**config.mk**
```make
export PLATFORM = sky130hd
export DESIGN_NAME = ev3a_fitness_eval
export DESIGN_NICKNAME = d
export VERILOG_FILES = /design/src/rtl/ev3a_fitness_eval.sv
export SDC_FILE = /design/constraint.sdc
export NUM_CORES = 1
export LEC_CHECK = 0
export CORE_AREA = 2 2 143 145
export CTS_CLUSTER_DIAMETER = 40
export DETAILED_ROUTE_END_ITERATION = 12
export DIE_AREA = 0 0 145 147
export PLACE_DENSITY_LB_ADDON = 0.12
export SYNTH_ARGS = -nofsm -noshare
export SYNTH_HDL_FRONTEND = slang
export SYNTH_SLANG_ARGS = --single-unit
```
**constraint.sdc**
```tcl
create_clock -name clk -period 7.41 [get_ports clk]
set_clock_uncertainty 0.2 [all_clocks]
set_input_delay 0.741 -clock clk [delete_from_list [all_inputs] [get_ports clk]]
set_output_delay 0.741 -clock clk [all_outputs]
set_load 0.005 [all_outputs]
```
**src/rtl/ev3a_fitness_eval.sv**
```systemverilog
// ev3a_fitness_eval
//   Sequential fitness evaluator for the EV3a lattice optimiser. An individual
//   (11 sites x 2 bits, plus an 8-bit mutation tag) is accepted in IDLE. It is
//   walked one site per cycle in CALC, and the result is registered in DONE.
//   A running minimum-fitness tracker keeps the best legal individual seen.
//
//   Ports
//     clk, rst            clock, asynchronous active-high reset
//     in_valid/in_ready   individual handshake (accepted when both high)
//     ind_state_in        lattice, site i = bits [2i+1:2i], 0 = empty
//     ind_mut_in          mutation-rate tag carried with the individual
//     self_energy         added per occupied site
//     interact_energy     added per adjacent, equal, occupied pair
//     Num_particleType    highest legal particle type
//     clr_best            synchronous clear of the best tracker
//     out_valid           one-cycle result pulse
//     fit_out/fit_state/fit_mut/illegal   last individual's result (held)
//     best_valid/Min_fit_out/Best_ind_state/Best_ind_mut   tracker outputs
//
//   Optional build macro EV3A_FIT_WRAP_EN: the lattice is periodic, so site 10
//   is also paired with site 0. Latency does not change.
module ev3a_fitness_eval #(
    parameter int INT8_LENGTH     = 8,
    parameter int ENERGY_LENGTH   = 4,
    parameter int PARTICLE_LENGTH = 2,
    parameter int LATTICE_LENGTH  = 11,
    parameter int IND_FIT_LENGTH  = 10
) (
    input  logic                                      clk,
    input  logic                                      rst,
    input  logic                                      in_valid,
    output logic                                      in_ready,
    input  logic [PARTICLE_LENGTH*LATTICE_LENGTH-1:0] ind_state_in,
    input  logic [INT8_LENGTH-1:0]                    ind_mut_in,
    input  logic [ENERGY_LENGTH-1:0]                  self_energy,
    input  logic [ENERGY_LENGTH-1:0]                  interact_energy,
    input  logic [PARTICLE_LENGTH-1:0]                Num_particleType,
    input  logic                                      clr_best,
    output logic                                      out_valid,
    output logic [IND_FIT_LENGTH-1:0]                 fit_out,
    output logic [PARTICLE_LENGTH*LATTICE_LENGTH-1:0] fit_state,
    output logic [INT8_LENGTH-1:0]                    fit_mut,
    output logic                                      illegal,
    output logic                                      best_valid,
    output logic [IND_FIT_LENGTH-1:0]                 Min_fit_out,
    output logic [PARTICLE_LENGTH*LATTICE_LENGTH-1:0] Best_ind_state,
    output logic [INT8_LENGTH-1:0]                    Best_ind_mut
);
    localparam int STATE_W = PARTICLE_LENGTH * LATTICE_LENGTH;
    localparam int IDX_W   = $clog2(LATTICE_LENGTH);
    localparam logic [IDX_W-1:0] LAST_IDX = IDX_W'(LATTICE_LENGTH - 1);

    typedef enum logic [1:0] {IDLE, CALC, DONE} state_t;
    state_t state, state_nxt;

    logic [STATE_W-1:0]         lat_q;   // full lattice, kept for fit_state
    logic [STATE_W-1:0]         sh_q;    // shifts right one site per CALC cycle
    logic [INT8_LENGTH-1:0]     mut_q;
    logic [ENERGY_LENGTH-1:0]   self_q, inter_q;
    logic [PARTICLE_LENGTH-1:0] num_q;
    logic [PARTICLE_LENGTH-1:0] prev_q;  // previous site; 0 before site 0 so no pair
    logic [IND_FIT_LENGTH-1:0]  acc_q;
    logic [IDX_W-1:0]           idx_q;
    logic                       ill_q;

    logic                       accept;
    logic [PARTICLE_LENGTH-1:0] cur;
    logic [IND_FIT_LENGTH-1:0]  add_self, add_int, add_wrap, acc_nxt;

    // The out_valid cycle is held off as well, giving 13 cycles per individual.
    assign in_ready = (state == IDLE) && !out_valid;
    assign accept   = in_valid && in_ready;
    assign cur      = sh_q[PARTICLE_LENGTH-1:0];

    always_comb begin
        add_self = '0;
        add_int  = '0;
        add_wrap = '0;
        if (cur != '0)
            add_self = IND_FIT_LENGTH'(self_q);
        if (cur != '0 && cur == prev_q)
            add_int = IND_FIT_LENGTH'(inter_q);
`ifdef EV3A_FIT_WRAP_EN
        if (idx_q == LAST_IDX && cur != '0 && cur == lat_q[PARTICLE_LENGTH-1:0])
            add_wrap = IND_FIT_LENGTH'(inter_q);
`endif
        acc_nxt = acc_q + add_self + add_int + add_wrap;
    end

    always_ff @(posedge clk or posedge rst) begin
        if (rst) state <= IDLE;
        else     state <= state_nxt;
    end

    always_comb begin
        state_nxt = state;
        case (state)
            IDLE:    if (accept) state_nxt = CALC;
            CALC:    if (idx_q == LAST_IDX) state_nxt = DONE;
            DONE:    state_nxt = IDLE;
            default: state_nxt = IDLE;
        endcase
    end

    always_ff @(posedge clk or posedge rst) begin
        if (rst) begin
            lat_q          <= '0;
            sh_q           <= '0;
            mut_q          <= '0;
            self_q         <= '0;
            inter_q        <= '0;
            num_q          <= '0;
            prev_q         <= '0;
            acc_q          <= '0;
            idx_q          <= '0;
            ill_q          <= 1'b0;
            out_valid      <= 1'b0;
            fit_out        <= '0;
            fit_state      <= '0;
            fit_mut        <= '0;
            illegal        <= 1'b0;
            best_valid     <= 1'b0;
            Min_fit_out    <= '1;
            Best_ind_state <= '0;
            Best_ind_mut   <= '0;
        end else begin
            out_valid <= 1'b0;
            case (state)
                IDLE: if (accept) begin
                    lat_q   <= ind_state_in;
                    sh_q    <= ind_state_in;
                    mut_q   <= ind_mut_in;
                    self_q  <= self_energy;
                    inter_q <= interact_energy;
                    num_q   <= Num_particleType;
                    prev_q  <= '0;
                    acc_q   <= '0;
                    idx_q   <= '0;
                    ill_q   <= 1'b0;
                end
                CALC: begin
                    acc_q  <= acc_nxt;
                    ill_q  <= ill_q | (cur > num_q);
                    prev_q <= cur;
                    sh_q   <= sh_q >> PARTICLE_LENGTH;
                    idx_q  <= idx_q + 1'b1;
                end
                DONE: begin
                    out_valid <= 1'b1;
                    fit_out   <= acc_q;
                    fit_state <= lat_q;
                    fit_mut   <= mut_q;
                    illegal   <= ill_q;
                    // strict '<' keeps the older entry on a tie
                    if (!ill_q && (!best_valid || acc_q < Min_fit_out)) begin
                        best_valid     <= 1'b1;
                        Min_fit_out    <= acc_q;
                        Best_ind_state <= lat_q;
                        Best_ind_mut   <= mut_q;
                    end
                end
                default: ;
            endcase
            // clear overrides a same-cycle tracker update
            if (clr_best) begin
                best_valid     <= 1'b0;
                Min_fit_out    <= '1;
                Best_ind_state <= '0;
                Best_ind_mut   <= '0;
            end
        end
    end
endmodule

```
==> results_dict.tcl <==
set metrics [dict create \
    finalSetupTns_ps 0 \
    synth_cells 619 \
    io_pins 128 \
    hold_buffers 0 \
    layout_common_cells "nand2_1 (190), dfrtp_1 (154), clkdlybuf4s50_1 (127)" \
    path_class "reg2reg" \
    final_antenna_net_count 0 \
    hold_path_class "reg2reg" \
    holdPathEnd "sh_q[10]" \
    r2r_cells 12 \
    avgSynthCellArea_sq_um 10.9 \
    fill_cells 1879 \
    core.rowCount 52 \
    synth_fa_ha_area_frac 0.0463 \
    post_cts_resized 0 \
    num_antenna_cells 0 \
    r2r_slack_ps 4130 \
    ys_ff_latch 164 \
    dp_hpwl_mm 10.1 \
    die_w_microns 145 \
    met3_usage 0.0394 \
    die_area_sq_mm 0.0213 \
    grt_max_degree 85 \
    worstPathRequired_ps 7550 \
    cp.arrival_ps 3420 \
    p_sw_frac 0.318 \
    avgRoutedWirePerCell_microns 15.8 \
    p_sw_mw 1.01 \
    synth_top_family_by_area "simple AND/OR/NAND/NOR gates" \
    root_buffer "clkbuf_16" \
    final_common_cell "nand2_1" \
    area_growth_syn_to_layout_pct 30.4 \
    start_util 0.341 \
    yosys.area_share.simple 0.150 \
    drive_gt1_frac 0.110 \
    finalMaxSlewViolations 0 \
    cp_max_fo 7 \
    grtUsageMet2 0.257 \
    synthXorXnorAreaFrac 0.00389 \
    r2r_end "acc_q[9]" \
    leakage_nw 4.29 \
    nets 803 \
    met1_usage 0.210 \
    antenna_found_initial 0 \
    worst_pin_slew_ps 1130 \
    core_area_sq_mm 0.0198 \
    clock_sinks 164 \
    cp-end-kind "flip-flop" \
    die_h_microns 147 \
    relSlewSlack 0.246 \
    cap_violations 0 \
    drtIter0Drc 241 \
    synth.area.mux_share 0.0546 \
    setup_viol 0 \
    timing.rr.start "sh_q[1]" \
    cts_tree "built" \
    clock_path_buffers 2 \
    vdd_drop_max_mv 0.162 \
    rsz0062_at_grt "false" \
    holdPathStages 2 \
    synth_ff_type "dfrtp_1" \
    power_frac_comb 0.295 \
    seq_power_share 0.444 \
    synth_compound_area_frac 0.0971 \
    synth_cell_types 39 \
    internal-power_mw 2.16 \
    overflow 0 \
    cp-start-kind "flip-flop" \
    synth_seq_area_share 0.609 \
    fin_crit_sh 0.443 \
    grt_pass1_wl_mm 27.0 \
    hold_slack_ps 277 \
    synth-async-reset-ratio 1.00 \
    portBuffers 127 \
    p_clk_frac 0.261 \
    hold_violations 0 \
    finalCriticalPeriod_ps 3280 \
    globalplace.congestion 0.758 \
    syn_area_sq_mm 0.00676 \
    clock_latency_ps 420 \
    wl_mm 16.1 \
    cts.reportedPaths.clkPinSlew_ps 60 \
    synth_fp_nets 685 \
    vias 4851 \
    fmaxAchievable_mhz 305 \
    numCtsBuffers 17 \
    routed_via_density 4.77 \
    htree_levels 4 \
    grt_pass1_vias 5231 \
    firstDrtPassIters 6 \
    drcViolationCount 0 \
    busiest_layer "met2" \
    post_cts_buffers 0 \
    grt.total_usage 0.159 \
    synth_edf_count 0 \
    power_density_mw_per_mm2 360 \
    synth_warnings 0 \
    min_from "sh_q[10]" \
    status "finished, final reports clean" \
]
-- worst max-delay path: stages, from the launching register on --
cell and delay [ps]:
dfrtp_1 470, nand2_1 80, o31ai_1 350, nand2_1 120, fa_1 490, inv_1 40, ha_1 210, fa_1 400
a21o_1 190, a21oi_1 230, nor4_1 110, nand3_1 130, mux2i_1 170
-- cells by family (layout without fill, tap and decap cells) --
kind of cell	Yosys count	after routing
AOI/OAI and AO/OA	90	90
xor gates and xnor gates	3	3
adders and majority gates	22	22
DFF	164	164
buffers and inverters	60	189
and+or+nand+nor	247	247
muxes	33	33
-- cells in the mapped netlist, drive strengths merged (2+ instances only) --
cell	count	area, sq um
nand2	191	717
dfrtp	154	3850
mux2	31	349
a22o	30	263
inv	28	105
nand3	27	135
o21ai	25	125
clkbuf	22	82.6
ha	17	213
a22oi	10	75.1
buf	10	76.3
dfstp	10	263
a21oi	8	40.0
nor2	7	26.3
nor2b	6	37.5
fa	5	100
o31ai	5	37.5
and2	4	25.0
nand2b	3	18.8
nand4	3	18.8
o211ai	3	22.5
a21o	2	15.0
mux2i	2	20.0
nor3	2	10.0
xnor2	2	17.5
-- through the flow --
stage	worst slack [ps]	std cells	cell area, sq um	utilization	power (mW)
after floorplan	2050	619	6760	-	1.94
after global placement	4200	988	8260	0.416	2.35
after detailed placement	4110	988	8260	0.416	2.38
after CTS	4100	1018	8820	0.444	3.23
after global routing	3790	1018	8820	0.444	3.42
final	4130	1018	8820	0.444	3.17
-- sequential cells by signal (all words and copies together), names as in the netlist, 2 cells and up --
register	count
Best_ind_state	22
fit_state	22
lat_q	22
sh_q	22
Min_fit_out	10
acc_q	10
fit_out	10
Best_ind_mut	8
fit_mut	8
mut_q	8
idx_q	4
inter_q	4
self_q	4
num_q	2
prev_q	2
state	2
-- how the worst max path moves through the flow --
| stage | from | endpoint | depth (start not counted) |
|---|---|---|---|
| final | sh_q[1] | acc_q[9] | 12 |
| after global routing | sh_q[1] | acc_q[9] | 12 |
| after CTS | sh_q[1] | acc_q[9] | 12 |
| after detailed placement | sh_q[1] | acc_q[9] | 12 |
| after global placement | sh_q[1] | acc_q[9] | 12 |
| after floorplan | rst | Best_ind_mut[0] | 1 |
-- cell type report --
cell class,instances,area [sq um],area share
well taps,270,338,0.0383
flip-flops and latches,164,4120,0.467
clock inverters,9,81.3,0.00923
clock buffers,21,470,0.0534
inverters,28,110,0.0125
multi-input cells,395,2400,0.272
repair buffers,131,1300,0.148
-- power by group through the flow --
stage | logic (mW) | registers (mW) | clock network (mW)
floorplan | 0.565 | 1.38 | 0
global placement | 0.932 | 1.41 | 0
detailed placement | 0.952 | 1.42 | 0
CTS | 0.960 | 1.41 | 0.856
global route | 1.07 | 1.46 | 0.886
finish | 0.936 | 1.41 | 0.827
-- layer usage --
layer | wire length [microns] | share of wire
met3 | 695 | 0.043
met4 | 180 | 0.011
met2 | 7630 | 0.47
met5 | 0 | 0
met1 | 7570 | 0.47
Note: power is estimated with default switching activity, not from simulation.
